--- config.mk ---
export PLATFORM = sky130hd
export DESIGN_NAME = timer_seq_fsm_flat
export DESIGN_NICKNAME = d
export VERILOG_FILES = /design/src/rtl/timer_seq_fsm_pkg.sv /design/src/rtl/timer_seq_fsm_if.sv /design/src/rtl/timer_seq_fsm_pattern_det.sv /design/src/rtl/timer_seq_fsm.sv /design/src/flat_wrapper.sv
export SDC_FILE = /design/constraint.sdc
export NUM_CORES = 1
export LEC_CHECK = 0
export BUFFER_PORTS_ARGS = -buffer_cell sky130_fd_sc_hd__buf_2
export CORE_MARGIN = 2
export CORE_UTILIZATION = 47
export DETAILED_ROUTE_END_ITERATION = 10
export GPL_ROUTABILITY_DRIVEN = 0
export PLACE_DENSITY = 0.66
export RECOVER_POWER = 50
export SETUP_SLACK_MARGIN = 0.15
export SLEW_MARGIN = 15
export SYNTH_ARGS = -nofsm -noshare
export SYNTH_HDL_FRONTEND = slang
export SYNTH_SLANG_ARGS = --single-unit
--- constraint.sdc ---
create_clock -name clk -period 2.4 [get_ports clk]
set_input_delay 0.6 -clock clk [delete_from_list [all_inputs] [get_ports clk]]
set_output_delay 0.6 -clock clk [all_outputs]
set_load 0.01 [all_outputs]
--- src/rtl/timer_seq_fsm_pkg.sv ---
`default_nettype none
// ============================================================================
// Module  : timer_seq_pkg
// Brief   : Shared state encoding and counter-width helpers for timer_seq_fsm.
// Revision: 1.0 - initial release
// ============================================================================
package timer_seq_pkg;

    typedef enum logic [1:0] {
        ST_SEARCH = 2'd0,
        ST_SHIFT  = 2'd1,
        ST_COUNT  = 2'd2,
        ST_WAIT   = 2'd3
    } state_t;

    // Bits needed to hold 0..n-1, never less than one.
    function automatic int tick_w(input int n);
        return (n > 1) ? $clog2(n) : 1;
    endfunction

    function automatic int delay_w(input int n);
        return (n > 1) ? n : 1;
    endfunction

endpackage
`default_nettype wire

--- src/rtl/timer_seq_fsm_if.sv ---
`default_nettype none
// ============================================================================
// Module  : timer_seq_fsm_if
// Brief   : Serial input, control and status bundle of timer_seq_fsm.
// Revision: 1.0 - initial release
// ============================================================================
interface timer_seq_fsm_if #(
    parameter int DELAY_W = 4
) ();
    logic               x;
    logic               abort;
    logic               ack;
    logic               shift_ena;
    logic               counting;
    logic               done;
    logic [DELAY_W-1:0] delay_val;
    logic [DELAY_W-1:0] remaining;

    modport master (
        output x, abort, ack,
        input  shift_ena, counting, done, delay_val, remaining
    );

    modport slave (
        input  x, abort, ack,
        output shift_ena, counting, done, delay_val, remaining
    );
endinterface
`default_nettype wire

--- src/rtl/timer_seq_fsm_pattern_det.sv ---
`default_nettype none
// ============================================================================
// Module  : pattern_det
// Brief   : Overlapping serial start-pattern detector with fill tracking.
// Revision: 1.0 - initial release
// ============================================================================
module pattern_det
    import timer_seq_pkg::*;
#(
    parameter int                 PAT_LEN = 4,
    parameter logic [PAT_LEN-1:0] PATTERN = 4'b1101
) (
    input  wire logic clk,
    input  wire logic reset_n,
    input  wire logic en,
    input  wire logic clr,
    input  wire logic x,
    output logic      match
);

    localparam int                c_fill_w    = tick_w(PAT_LEN);
    localparam logic [c_fill_w-1:0] c_fill_need = c_fill_w'(PAT_LEN - 1);

    // The oldest history bit falls out of every comparison window, so only
    // the newest PAT_LEN-1 bits need storage.
    logic [PAT_LEN-2:0]  r_hist;
    logic [c_fill_w-1:0] r_fill;
    logic [PAT_LEN-1:0]  w_window;

    assign w_window = {r_hist, x};
    assign match    = en && (r_fill == c_fill_need) && (w_window == PATTERN);

    always_ff @(posedge clk or negedge reset_n) begin
        if (!reset_n) begin
            r_hist <= '0;
            r_fill <= '0;
        end else if (clr) begin
            r_hist <= '0;
            r_fill <= '0;
        end else if (en) begin
            r_hist <= w_window[PAT_LEN-2:0];
            if (r_fill != c_fill_need) begin
                r_fill <= r_fill + 1'b1;
            end
        end
    end

endmodule
`default_nettype wire

--- src/rtl/timer_seq_fsm.sv ---
`default_nettype none
// ============================================================================
// Module  : timer_seq_fsm
// Brief   : Pattern-triggered delay timer: search, shift delay, count, wait ack.
// Revision: 1.0 - initial release
// ============================================================================
module timer_seq_fsm
    import timer_seq_pkg::*;
#(
    parameter int                 PAT_LEN = 4,
    parameter logic [PAT_LEN-1:0] PATTERN = 4'b1101,
    parameter int                 DELAY_W = 4,
    parameter int                 TICK    = 1000
) (
    input  wire logic        clk,
    input  wire logic        reset_n,
    timer_seq_fsm_if.slave   bus
);

    localparam int                   c_tick_w     = tick_w(TICK);
    localparam int                   c_dly_w      = delay_w(DELAY_W);
    localparam int                   c_shift_w    = tick_w(DELAY_W);
    localparam logic [c_tick_w-1:0]  c_tick_max   = c_tick_w'(TICK - 1);
    localparam logic [c_shift_w-1:0] c_shift_last = c_shift_w'(DELAY_W - 1);

    state_t               r_state;
    state_t               w_state_nxt;
    logic [c_shift_w-1:0] r_shift_cnt;
    logic [c_dly_w-1:0]   r_delay;
    logic [c_tick_w-1:0]  r_tick;
    logic [c_dly_w-1:0]   r_remaining;
    logic [c_dly_w:0]     w_delay_shift;
    logic                 w_match;
    logic                 w_det_en;
    logic                 w_det_clr;
    logic                 w_shift_last;
    logic                 w_tick_zero;
    logic                 w_rem_zero;

    // History is wiped whenever the search is left, so every new search
    // starts from an empty fill count.
    assign w_det_en  = (r_state == ST_SEARCH);
    assign w_det_clr = (r_state != ST_SEARCH) || bus.abort;

    pattern_det #(
        .PAT_LEN (PAT_LEN),
        .PATTERN (PATTERN)
    ) u_pattern_det (
        .clk     (clk),
        .reset_n (reset_n),
        .en      (w_det_en),
        .clr     (w_det_clr),
        .x       (bus.x),
        .match   (w_match)
    );

    assign w_delay_shift = {r_delay, bus.x};
    assign w_shift_last  = (r_shift_cnt == c_shift_last);
    assign w_tick_zero   = (r_tick == '0);
    assign w_rem_zero    = (r_remaining == '0);

    always_ff @(posedge clk or negedge reset_n) begin
        if (!reset_n) begin
            r_state <= ST_SEARCH;
        end else begin
            r_state <= w_state_nxt;
        end
    end

    always_comb begin
        w_state_nxt = r_state;
        if (bus.abort) begin
            w_state_nxt = ST_SEARCH;
        end else begin
            case (r_state)
                ST_SEARCH: if (w_match)                   w_state_nxt = ST_SHIFT;
                ST_SHIFT:  if (w_shift_last)              w_state_nxt = ST_COUNT;
                ST_COUNT:  if (w_tick_zero && w_rem_zero) w_state_nxt = ST_WAIT;
                ST_WAIT:   if (bus.ack)                   w_state_nxt = ST_SEARCH;
                default:                                  w_state_nxt = ST_SEARCH;
            endcase
        end
    end

    always_ff @(posedge clk or negedge reset_n) begin
        if (!reset_n) begin
            r_shift_cnt <= '0;
            r_delay     <= '0;
            r_tick      <= '0;
            r_remaining <= '0;
        end else if (bus.abort) begin
            r_shift_cnt <= '0;
            r_tick      <= '0;
            r_remaining <= '0;
        end else begin
            case (r_state)
                ST_SHIFT: begin
                    r_delay <= w_delay_shift[c_dly_w-1:0];
                    if (w_shift_last) begin
                        r_shift_cnt <= '0;
                        r_tick      <= c_tick_max;
                        r_remaining <= w_delay_shift[c_dly_w-1:0];
                    end else begin
                        r_shift_cnt <= r_shift_cnt + 1'b1;
                    end
                end
                ST_COUNT: begin
                    // Each delay unit spans TICK clocks, including unit zero.
                    if (!w_tick_zero) begin
                        r_tick <= r_tick - 1'b1;
                    end else if (!w_rem_zero) begin
                        r_remaining <= r_remaining - 1'b1;
                        r_tick      <= c_tick_max;
                    end
                end
                default: begin
                    r_shift_cnt <= '0;
                end
            endcase
        end
    end

    assign bus.shift_ena = (r_state == ST_SHIFT);
    assign bus.counting  = (r_state == ST_COUNT);
    assign bus.done      = (r_state == ST_WAIT);
    assign bus.delay_val = r_delay;
    assign bus.remaining = r_remaining;

endmodule
`default_nettype wire

--- src/flat_wrapper.sv ---
// flat-port wrapper written by rule: the top's interface ports become plain ports
module timer_seq_fsm_flat import timer_seq_pkg::*;
#(
    parameter int                 PAT_LEN = 4,
    parameter logic [PAT_LEN-1:0] PATTERN = 4'b1101,
    parameter int                 DELAY_W = 4,
    parameter int                 TICK    = 1000
)
  (clk, reset_n, bus_x, bus_abort, bus_ack, bus_shift_ena, bus_counting, bus_done, bus_delay_val, bus_remaining);
  timer_seq_fsm_if #(.DELAY_W(DELAY_W)) bus_i ();
  input  wire logic clk;
  input  wire logic reset_n;
  input wire logic [$bits(bus_i.x)-1:0] bus_x;
  input wire logic [$bits(bus_i.abort)-1:0] bus_abort;
  input wire logic [$bits(bus_i.ack)-1:0] bus_ack;
  output wire logic [$bits(bus_i.shift_ena)-1:0] bus_shift_ena;
  output wire logic [$bits(bus_i.counting)-1:0] bus_counting;
  output wire logic [$bits(bus_i.done)-1:0] bus_done;
  output wire logic [$bits(bus_i.delay_val)-1:0] bus_delay_val;
  output wire logic [$bits(bus_i.remaining)-1:0] bus_remaining;
  assign bus_i.x = bus_x;
  assign bus_i.abort = bus_abort;
  assign bus_i.ack = bus_ack;
  assign bus_shift_ena = bus_i.shift_ena;
  assign bus_counting = bus_i.counting;
  assign bus_done = bus_i.done;
  assign bus_delay_val = bus_i.delay_val;
  assign bus_remaining = bus_i.remaining;
  timer_seq_fsm #(.PAT_LEN(PAT_LEN), .PATTERN(PATTERN), .DELAY_W(DELAY_W), .TICK(TICK)) u_core (.clk(clk), .reset_n(reset_n), .bus(bus_i));
endmodule
== Word level (Yosys, flattened, before mapping) ==
Cells that the tools add are included.
Cells by class
  multiplexer cells: 24
  $add $sub $neg: 4
  reduce and logical (&&, ||, !) cells: 16
  eq/ne operators: 15
  bitwise logic cells: 1
Operator list (count)
  $mux W10: 4
  $mux W2: 10
  $pmux W10 S2: 1
  $mux W4: 4
  $ne A3 B2 Y1 const B: 4
  $logic_not A10 Y1: 1
  $sub A10 B1 Y10 const B: 1
  $eq A2 B2 Y1 const B: 4
  $pmux W2 S4: 1
  $pmux W4 S2: 1
  $reduce_and A4 Y1: 2
  $mux W3: 2
  $ne A3 B3 Y1 const B: 2
  $reduce_bool A2 Y1: 3
  $add A2 B1 Y2 const B: 2
  $eq A4 B4 Y1 const B: 1
  $logic_not A4 Y1: 1
  $ne A2 B2 Y1 const B: 2
  $ne A4 B4 Y1 const B: 1
  $pmux W2 S2: 1
  $reduce_and A2 Y1: 2
  $sub A4 B1 Y4 const B: 1
  $logic_and A1 B1 Y1: 3
  $reduce_and A3 Y1: 1
  other kinds (5): 5
Storage, ports and cells
  bits in registers: 27
  logic and storage cells: 67
  bits of input ports: 5
  output and inout port bits: 11

== Depth between registers and ports, before layout ==
Gate-level depths: netlist of the first run.
  depth in word-level cells: 6
  depth in mapped cells: 9

== Hierarchy ==
A second synthesis of the first run with hierarchy kept.
Unflattened totals
  cell total of the unflattened synthesis: 183
  area, all modules: 1739.2 um^2
By module, submodules not included
  timer_seq_fsm: instances 1, cells an instance 160, area an instance 1475.2 um^2
  pattern_det: instances 1, cells an instance 23, area an instance 264.0 um^2

== Least setup slack after synthesis of the first run ==
No wires, ideal clock.
  path kind: flip-flop to flip-flop
  start point: register u_core.r_state[0]
  end point: register u_core.r_tick[0]
  clock period less this slack: 2109 ps
  arrival time: 1984 ps
  required time: 2275 ps
  library setup time: 125 ps
  setup slack: 291 ps
  stages on the path, launching flop included: 10
  cell sequence: dfrtp_1 > inv_1 > ha_1 > clkbuf_1 > and3b_1 > and4_4 > buf_6 > or2_1 > buf_6 > mux2_4
Between the ends
  cells in the longest elaborated chain, start to end: 3
Ends and longest elaborated chain
  start, declared: line timer_seq_fsm.sv:26  | state_t r_state;
  start signal, assigned: line timer_seq_fsm.sv:66  | r_state <= w_state_nxt;
  $eq A2 B2 Y1 *
  named net bus_counting: line flat_wrapper.sv:17  | output wire logic [$bits(bus_i.counting)-1:0] bus_counting;
  $ne A4 B4 Y1 (no line), or another cell as far along
  $reduce_and A3 Y1 (no line) / $mux W10 (equally long branches)
  end signal, assigned: line timer_seq_fsm.sv:101  | r_tick <= c_tick_max;
  end signal, assigned: line timer_seq_fsm.sv:110  | r_tick <= r_tick - 1'b1;
  end signal, assigned: line timer_seq_fsm.sv:113  | r_tick <= c_tick_max;
  end, declared: line timer_seq_fsm.sv:30  | logic [c_tick_w-1:0] r_tick;
Mark *: on every way through the listed nets, which the timed path passes. The rest lies on a longest branch.
A chain may end at the register's enable or synchronous reset.

== Final worst setup path of the first run ==
  start point: register u_core.r_state[0]
  end point: output bus_counting
Between the ends
  cells in the longest elaborated chain, start to end: 1
Ends and longest elaborated chain
  $eq A2 B2 Y1: line timer_seq_fsm.sv:124  | assign bus.counting = (r_state == ST_COUNT);
  end, declared: line flat_wrapper.sv:17
No other way between the ends.

==> flow_metrics.env, run 1 <==
export IMPL_run_status="finished, final reports clean"
export IMPL_core_area_um2=3420
export IMPL_clock_sinks=27
export IMPL_final_antenna_net_count=0
export IMPL_hold_class="primary input to flop"
export IMPL_numCtsBuffers=3
export IMPL_setup_violations=0
export IMPL_power_share_combinational_pct=28.5
export IMPL_rsz0062_at_grt="false"
export IMPL_internal_power_mw=0.731
export IMPL_portBuffers=15
export IMPL_tns_ps=0
export IMPL_skew_ps=1.63
export IMPL_synth_top_area_share_pct=39.5
export IMPL_hold_violations=0
export IMPL_placedCellCount=234
export IMPL_fin_util_pct=55.1
export IMPL_grt_pass1_wl_um=6870
export IMPL_finalCritPeriodShare_pct=89.2
export IMPL_fin_ws_ps=258
export IMPL_cts_root_buf="clkbuf_4"
export IMPL_h_tree_depth=1
export IMPL_slew_violations=0
export IMPL_clockPowerShare_pct=18.9
export IMPL_syn_inst=173
export IMPL_synth_fp_nets=187
export IMPL_timing_hold_ws_ps=510
export IMPL_async_reset_ff_share_pct=100
export IMPL_cts_tree="yes"
export IMPL_finalPower_mw=1.12
export IMPL_switching_share_pct=34.9
export IMPL_layout_drive_gt1_share_pct=20.3
export IMPL_cp_data_required_time_ps=1800
export IMPL_drt_iter0_drc=143
export IMPL_slew_headroom_pct=3.04
export IMPL_postCtsResizedCells=0
export IMPL_dpl_cell_area_um2=1850
export IMPL_start_util_pct=50.1
export IMPL_yosysWarnings=0
export IMPL_antenna_found_initial=0
export IMPL_path_max_fanout=10
export IMPL_end_kind="primary output"
export IMPL_tightest_slew_ps=1450
export IMPL_die_height_um=64.3
export IMPL_die_area_um2=4140
export IMPL_grt_overflow=0
export IMPL_seq_area_frac_synth_pct=39.5
export IMPL_path_class="flop to primary output"
export IMPL_p_sw_mw=0.391
export IMPL_syn_area_per_cell_um2=9.89
export IMPL_synth_edff_count=0
export IMPL_synth_top_flop_cell="dfrtp_1"
export IMPL_startpoint_type="flop"
export IMPL_insertion_delay_ps=330
export IMPL_fp_dieW_um=64.3
export IMPL_p_per_area_nw_per_um2=597
export IMPL_pin_count=16
export IMPL_grt_util_all_layers_pct=21.4
export IMPL_synth_area_leaders="dfrtp_1 (40%), ha_1 (6.6%), inv_1 (3.3%)"
export IMPL_synth_seq_cells=27
export IMPL_synth_area_um2=1710
export IMPL_final_cells=238
export IMPL_synth_area_leader_cell="dfrtp_1"
export IMPL_period_needed_ps=2140
export IMPL_design_area_um2=1880
export IMPL_leakagePower_nw=0.842
export IMPL_ir_drop_mv=0.473
export IMPL_fmax_ghz=0.467
export IMPL_cts_setup_buffers=0
export IMPL_viasPerCell=6.03
export IMPL_routed_wl_um=3940
export IMPL_cts_max_path_buffers=2
export IMPL_path_clk_slew_ps=160
export IMPL_hpwl_um=2900
export IMPL_drc=0
export IMPL_cts_hold_buf=0
export IMPL_num_antenna_cells=0
export IMPL_drt_first_pass_iters=4
export IMPL_pre_cts_ws_ps=311
export IMPL_wl_per_cell_um=16.6
export IMPL_syn2layout_area_growth_pct=9.95
export IMPL_grt_pass1_vias=1467
export IMPL_dr_total_vias=1435
export IMPL_nNetsFinal=207
export IMPL_synth_cell_types=48
export IMPL_grt_start_max_net_pins=28
export IMPL_rows=21
export IMPL_crit_arrival_ps=1540
export IMPL_seqPwrFrac_pct=52.6
export IMPL_cap_violations=0
## state kept, by name (all words and copies together) (netlist names)
name                         count
u_core.bus.delay_val             4
u_core.r_shift_cnt               2
u_core.u_pattern_det.r_hist      3
u_core.r_tick                   10
u_core.bus.remaining             4
u_core.r_state                   2
u_core.u_pattern_det.r_fill      2
## cells in the mapped netlist, types with 2 or more instances
cell and number:
buf_6 2, nand2b_1 3, nand4_1 2, nand3_1 3, inv_1 15, ha_1 9, nor2_1 11, or3_1 3
a21oi_1 8, buf_2 2, nor4_4 2, clkbuf_1 3, and2_1 3, o22a_1 2, nor3b_1 2, a41oi_1 3
a31oi_1 7, o31ai_1 2, nand2_1 12, a221oi_1 2, nor2b_1 4, mux2_4 2, nor3_1 7, o21ai_0 5
a2111oi_0 2, or4_1 2, and3_1 2, mux2_2 4, dfrtp_1 27, mux2i_1 3, nand4b_1 2
## power by group through the flow
stage          combinational, mW  clock, mW  sequential, mW
6_report                   0.320      0.212           0.591
5_1_grt                    0.361      0.241           0.602
4_1_cts                    0.323      0.221           0.591
3_5_place_dp               0.320          0           0.600
3_3_place_gp               0.307          0           0.594
2_1_floorplan              0.199          0           0.601
## metal layers
metal  share of wire, %  GRT usage [%]
met1                 41           25.6
met2                 52           37.9
met3                4.8           4.23
met4                2.1           7.45
met5                  0              0
## area by class of cell
cell class              instances  area (um2)
clock inverters                 1        7.51
clock buffers                   3        22.5
flip-flops and latches         27         676
multi-input cells             123         927
fillers                       323        1540
repair buffers                 23         134
inverters                      15        56.3
well taps                      46        57.6
## logic make-up after synthesis
kind of cell             count (synthesis)  synth area share (%)
flip-flops                              27                  39.5
XOR/XNOR                                 1                 0.512
buffers and inverters                   23                  6.29
AO/OA/AOI/OAI                           41                  18.7
multiplexers                             9                  6.14
adder cells (fa/ha/maj)                  9                  6.58
AND/OR/NAND/NOR                         63                  22.3
## worst max-delay path, cell delays in order (launching register included)
cell     delay, ps
dfrtp_1        450
inv_1          140
ha_1           260
buf_4          210
buf_2          150
## path summary, 6_finish.rpt
path	startpoint	end	cells past startpoint	slack [ps]
min	bus_abort	u_core.bus.remaining[2]	2	510
max	u_core.r_state[0]	bus_counting	4	260
min reg2reg	u_core.u_pattern_det.r_hist[0]	u_core.u_pattern_det.r_hist[1]	1	510
max in group asynchronous	reset_n	u_core.bus.delay_val[0]	1	990
min in group asynchronous	reset_n	u_core.r_tick[7]	1	570
max reg2reg	u_core.r_state[1]	u_core.r_tick[5]	7	280
## placed cells by master (no fill, tap or decap), drive strengths merged, types with 2 or more instances in the layout
cell type,instances
o22a,2
o31ai,2
mux2,6
and2,3
nor3b,2
mux2i,3
or4,2
nand3,3
nor2b,4
nand2b,3
or3,3
a221oi,3
a2111oi,3
a41oi,3
inv,15
a31oi,8
nor3,8
o21ai,5
clkbuf,4
dfrtp,27
and3,2
nor2,11
nand2,12
ha,9
nand4,2
nor4,3
a21oi,8
buf,22
nand4b,2
Power figures use the tool's default switching activity.
==> run 2, diff against run 1 <==
==> constraint.sdc (replaced) <==
create_clock -name clk -period 2.4 [get_ports clk]
set_input_delay 0.72 -clock clk [delete_from_list [all_inputs] [get_ports clk]]
set_output_delay 0.72 -clock clk [all_outputs]
set_load 0.01 [all_outputs]
==> run 2 against run 1 <==
  * Total power shrank 2.0%
  * Fmax up 0.24%
  * Hold slack worse by 6.4 ps
  * Critical path type unchanged
  * Critical path depth did not move
  * Largest power group unchanged
  * Combinational power down 2%
  * First-iteration DRC count down 66%
  * Non-clock buffer count unchanged
  * Highest routed layer unchanged
  * Sequential cell count unchanged
  * Die area unchanged
  * Utilization did not move
  * Global-route usage down 1.8 points
==> flow_metrics.env, run 2 (same netlist as run 1, synthesis figures left out) <==
export IMPL_hpwl_um=2800
export IMPL_drt_iter0_drc=48
export IMPL_fmax_ghz=0.468
export IMPL_p_per_area_nw_per_um2=585
export IMPL_rsz0062_at_grt="true"
export IMPL_final_cells=238
export IMPL_h_tree_depth=1
export IMPL_fp_dieW_um=64.3
export IMPL_wl_per_cell_um=15.6
export IMPL_portBuffers=15
export IMPL_die_height_um=64.3
export IMPL_cts_root_buf="clkbuf_4"
export IMPL_grt_pass1_vias=1468
export IMPL_hold_class="flop to flop"
export IMPL_dr_total_vias=1427
export IMPL_end_kind="primary output"
export IMPL_path_class="flop to primary output"
export IMPL_hold_violations=0
export IMPL_crit_arrival_ps=1420
export IMPL_numCtsBuffers=3
export IMPL_grt_overflow=0
export IMPL_startpoint_type="flop"
export IMPL_tightest_slew_ps=1400
export IMPL_cap_violations=0
export IMPL_rows=21
export IMPL_leakagePower_nw=0.837
export IMPL_routed_wl_um=3720
export IMPL_largest_reg_flops=10
export IMPL_nNetsFinal=207
export IMPL_die_area_um2=4140
export IMPL_drt_first_pass_iters=4
export IMPL_tns_ps=0
export IMPL_num_antenna_cells=0
export IMPL_min_delay_start="u_core.u_pattern_det.r_hist[0]"
export IMPL_drc=0
export IMPL_layout_common_cells="dfrtp_1 (27), inv_1 (15), buf_2 (13)"
export IMPL_cp_data_required_time_ps=1680
export IMPL_layout_drive_gt1_share_pct=20.3
export IMPL_clock_sinks=27
export IMPL_grt_start_max_net_pins=28
export IMPL_skew_ps=4.46
export IMPL_finalCritPeriodShare_pct=89.0
export IMPL_ir_drop_mv=0.303
export IMPL_grt_util_all_layers_pct=19.6
export IMPL_largest_register="u_core.r_tick"
export IMPL_insertion_delay_ps=320
export IMPL_run_status="finished, final reports clean"
export IMPL_grt_pass1_wl_um=6510
export IMPL_final_common_cell="dfrtp_1"
export IMPL_antenna_found_initial=0
export IMPL_r2r_start="u_core.r_tick[0]"
export IMPL_path_max_fanout=10
export IMPL_path_clk_slew_ps=140
export IMPL_placedCellCount=234
export IMPL_start_util_pct=50.1
export IMPL_crit_path_start="u_core.r_state[0]"
export IMPL_final_antenna_net_count=0
export IMPL_slew_headroom_pct=6.36
export IMPL_viasPerCell=6.00
export IMPL_cts_max_path_buffers=2
export IMPL_period_needed_ps=2140
export IMPL_setup_violations=0
export IMPL_core_area_um2=3420
export IMPL_pin_count=16
export IMPL_syn2layout_area_growth_pct=9.95
export IMPL_slew_violations=0
export IMPL_cts_tree="yes"
==> run 2: cell count changes in the layout (fill, tap and decap cells not counted) <==
cell / change
clkinvlp_4: -1
ha_1: -2
ha_2: +2
buf_2: -1
clkbuf_1: +2
==> run 2: cell type report <==
| class | instances | area (um2) |
|---|---|---|
| clock buffer | 4 | 26.3 |
| inverter | 15 | 56.3 |
| multi-input combinational | 123 | 932 |
| tap | 46 | 57.6 |
| sequential | 27 | 676 |
| fill | 324 | 1540 |
| timing repair buffer | 23 | 133 |
==> run 2: per-stage QoR <==
step	worst slack (ps)	cell area [um2]	hold slack [ps]	power (mW)	utilization, %
detailed placement	273	1850	471	0.914	54.2
CTS	235	1880	396	1.11	55.0
floorplan	291	1710	424	0.800	-
finish	263	1880	503	1.10	55.1
global placement	309	1850	462	0.900	54.2
global route	144	1880	545	1.18	55.1
==> run 2: repair_timing <==
action | in CTS | in global routing
resized for setup | 0 | 2
hold buffers | 0 | 0
setup buffers | 0 | 0
hold endpoints to repair | 0 | 0
endpoints found under the setup margin | 0 | 7
==> run 2: power breakdown <==
| group | switching, mW | internal [mW] |
|---|---|---|
| combinational | 0.169 | 0.146 |
| sequential | 0.0701 | 0.521 |
| clock | 0.129 | 0.0650 |
==> run 2: per-layer routing <==
| metal | routed length [um] | vias to the layer above | global-route usage, % |
|---|---|---|---|
| met5 | 0 | - | 0 |
| met4 | 53 | 0 | 6.38 |
| met3 | 109 | 8 | 1.94 |
| met2 | 1860 | 34 | 35.5 |
| met1 | 1690 | 713 | 24.1 |
| li1 | - | 672 | - |
==> run 2: path summary, 6_finish.rpt <==
kind | to | slack [ps] | depth (start not counted)
setup / recovery | bus_counting | 260 | 4
hold / removal | u_core.u_pattern_det.r_hist[1] | 500 | 1
setup reg to reg | u_core.r_tick[5] | 290 | 7
hold reg to reg | u_core.u_pattern_det.r_hist[1] | 500 | 1
max in group asynchronous | u_core.r_state[0] | 890 | 1
min in group asynchronous | u_core.bus.delay_val[1] | 700 | 1
==> run 2: critical path, stage by stage, from the launching register on <==
cell     delay [ps]
dfrtp_1         430
inv_1           130
ha_2            220
buf_4           180
buf_2           140
==> run 3, diff against run 2 <==
--- a/config.mk
+++ b/config.mk
@@ -6,11 +6,13 @@
 export NUM_CORES = 1
 export LEC_CHECK = 0
 export BUFFER_PORTS_ARGS = -buffer_cell sky130_fd_sc_hd__buf_2
+export CELL_PAD_IN_SITES_DETAIL_PLACEMENT = 0
+export CELL_PAD_IN_SITES_GLOBAL_PLACEMENT = 1
 export CORE_MARGIN = 2
-export CORE_UTILIZATION = 47
+export CORE_UTILIZATION = 46
 export DETAILED_ROUTE_END_ITERATION = 10
 export GPL_ROUTABILITY_DRIVEN = 0
-export PLACE_DENSITY = 0.66
+export PLACE_DENSITY_LB_ADDON = 0.1
 export RECOVER_POWER = 50
 export SETUP_SLACK_MARGIN = 0.15
 export SLEW_MARGIN = 15
==> run 3 against run 2 <==
  * Utilization shrank 2.5 points
  * Register-to-register slack about the same
  * Hold slack better by 5.8 ps
  * Sequential cell count unchanged
  * Critical endpoint unchanged
==> flow_metrics.env, run 3 (same netlist as run 1, synthesis figures left out) <==
export IMPL_antenna_found_initial=0
export IMPL_final_cells=239
export IMPL_cts_tree="yes"
export IMPL_path_class="flop to primary output"
export IMPL_layout_drive_gt1_share_pct=19.9
export IMPL_fin_ws_ps=259
export IMPL_period_needed_ps=2140
export IMPL_slowest_delay_ps=410
export IMPL_grt_util_all_layers_pct=20.7
export IMPL_pin_count=16
export IMPL_rsz0062_at_grt="true"
export IMPL_hpwl_um=2870
export IMPL_clock_sinks=27
export IMPL_crit_path_start="u_core.r_state[0]"
export IMPL_final_antenna_net_count=0
export IMPL_grt_pass1_wl_um=6720
export IMPL_layout_common_cells="dfrtp_1 (27), inv_1 (14), buf_2 (13)"
export IMPL_final_common_cell="dfrtp_1"
export IMPL_p_per_area_nw_per_um2=620
export IMPL_start_util_pct=47.4
export IMPL_insertion_delay_ps=280
export IMPL_leakagePower_nw=0.846
export IMPL_cts_root_buf="clkbuf_8"
export IMPL_core_area_um2=3610
export IMPL_cpMaxStageDelayCell="dfrtp_1"
export IMPL_rows=22
export IMPL_finalPower_mw=1.18
export IMPL_portBuffers=15
export IMPL_slew_violations=0
export IMPL_die_area_um2=4220
export IMPL_run_status="finished, final reports clean"
export IMPL_end_kind="primary output"
export IMPL_drc=0
export IMPL_r2r_end="u_core.r_tick[3]"
export IMPL_cts_max_path_buffers=2
export IMPL_hold_violations=0
export IMPL_dpl_cell_area_um2=1850
export IMPL_path_max_fanout=13
export IMPL_crit_chain="inv_1 > ha_1 > buf_4 > buf_2"
export IMPL_design_area_um2=1890
export IMPL_ir_drop_mv=0.339
export IMPL_grt_overflow=0
export IMPL_pre_cts_ws_ps=305
export IMPL_wl_per_cell_um=16.2
export IMPL_placedCellCount=235
export IMPL_rrSetupSlack_ps=300
export IMPL_largest_register="u_core.r_tick"
export IMPL_r2r_start="u_core.r_state[1]"
export IMPL_drt_iter0_drc=87
export IMPL_num_antenna_cells=0
export IMPL_worstSetupEndpoint="bus_counting"
export IMPL_rr_worst_depth=7
export IMPL_crit_arrival_ps=1420
export IMPL_largest_reg_flops=10
export IMPL_cp_data_required_time_ps=1680
export IMPL_die_height_um=65.0
export IMPL_fmax_ghz=0.467
export IMPL_grt_start_max_net_pins=28
export IMPL_viasPerCell=5.91
export IMPL_tns_ps=0
export IMPL_startpoint_type="flop"
export IMPL_nNetsFinal=206
export IMPL_tightest_slew_ps=1460
export IMPL_finalCritPeriodShare_pct=89.2
export IMPL_dr_total_vias=1412
export IMPL_cap_violations=0
export IMPL_drt_first_pass_iters=4
export IMPL_path_clk_slew_ps=90
export IMPL_routed_wl_um=3880
export IMPL_hold_class="flop to flop"
export IMPL_syn2layout_area_growth_pct=10.8
export IMPL_skew_ps=5.83
export IMPL_numCtsBuffers=3
export IMPL_setup_violations=0
export IMPL_slew_headroom_pct=2.65
export IMPL_grt_pass1_vias=1404
export IMPL_h_tree_depth=1
export IMPL_fp_dieW_um=65.0
==> run 3: cell types whose count changed in the layout (fill, tap and decap cells not counted), sizes merged <==
cell / change
buf: -1
clkbuf: -1
clkinvlp: +1
clkinv: +1
inv: -1
==> run 3: metrics by stage <==
step	hold WS, ps	util (%)
2_1_floorplan	424	-
3_3_place_gp	468	51.2
3_5_place_dp	480	51.2
4_1_cts	468	52.5
5_1_grt	532	52.5
6_report	509	52.5
==> run 3: cell type report <==
cell class	instances	area [um2]
clock buffers	3	41.3
clock inverters	1	5.00
fillers	345	1710
inverters	15	60.1
multi-input cells	123	927
flip-flops and latches	27	676
well taps	48	60.1
repair buffers	22	125
==> run 3: worst min path at each step <==
stage                                   start                        endpoint  cells past startpoint
2_1_floorplan                         reset_n         u_core.bus.delay_val[0]                      0
3_3_place_gp   u_core.u_pattern_det.r_hist[0]  u_core.u_pattern_det.r_hist[1]                      1
3_5_place_dp   u_core.u_pattern_det.r_hist[0]  u_core.u_pattern_det.r_hist[1]                      1
4_1_cts                               reset_n                u_core.r_tick[2]                      1
5_1_grt        u_core.u_pattern_det.r_hist[0]  u_core.u_pattern_det.r_hist[1]                      1
6_report       u_core.u_pattern_det.r_hist[0]  u_core.u_pattern_det.r_hist[1]                      1
==> run 3: routing by layer <==
metal | up-vias | global-route usage (%) | share of wire (%)
met4 | 0 | 7.45 | 1.2
met2 | 39 | 34.9 | 51
li1 | 673 | - | -
met3 | 5 | 3.13 | 4.2
met5 | - | 0 | 0
met1 | 695 | 26.8 | 44
==> run 3: report_power, final <==
| group | switching (mW) | internal, mW |
|---|---|---|
| Combinational | 0.172 | 0.145 |
| Clock | 0.150 | 0.117 |
| Sequential | 0.0703 | 0.521 |
==> run 3: worst max-delay path, delay by kind of cell, from the launching register on <==
kind	cells	cell delay (ps)
buf+inv	3	510
fa+ha+maj	1	220
flops	1	410
==> run 3: timing repair <==
action | in CTS | in global routing
buffers inserted | 0 | 0
endpoints found under the setup margin | 0 | 1
gates resized for setup | 0 | 1
hold buffers | 0 | 0
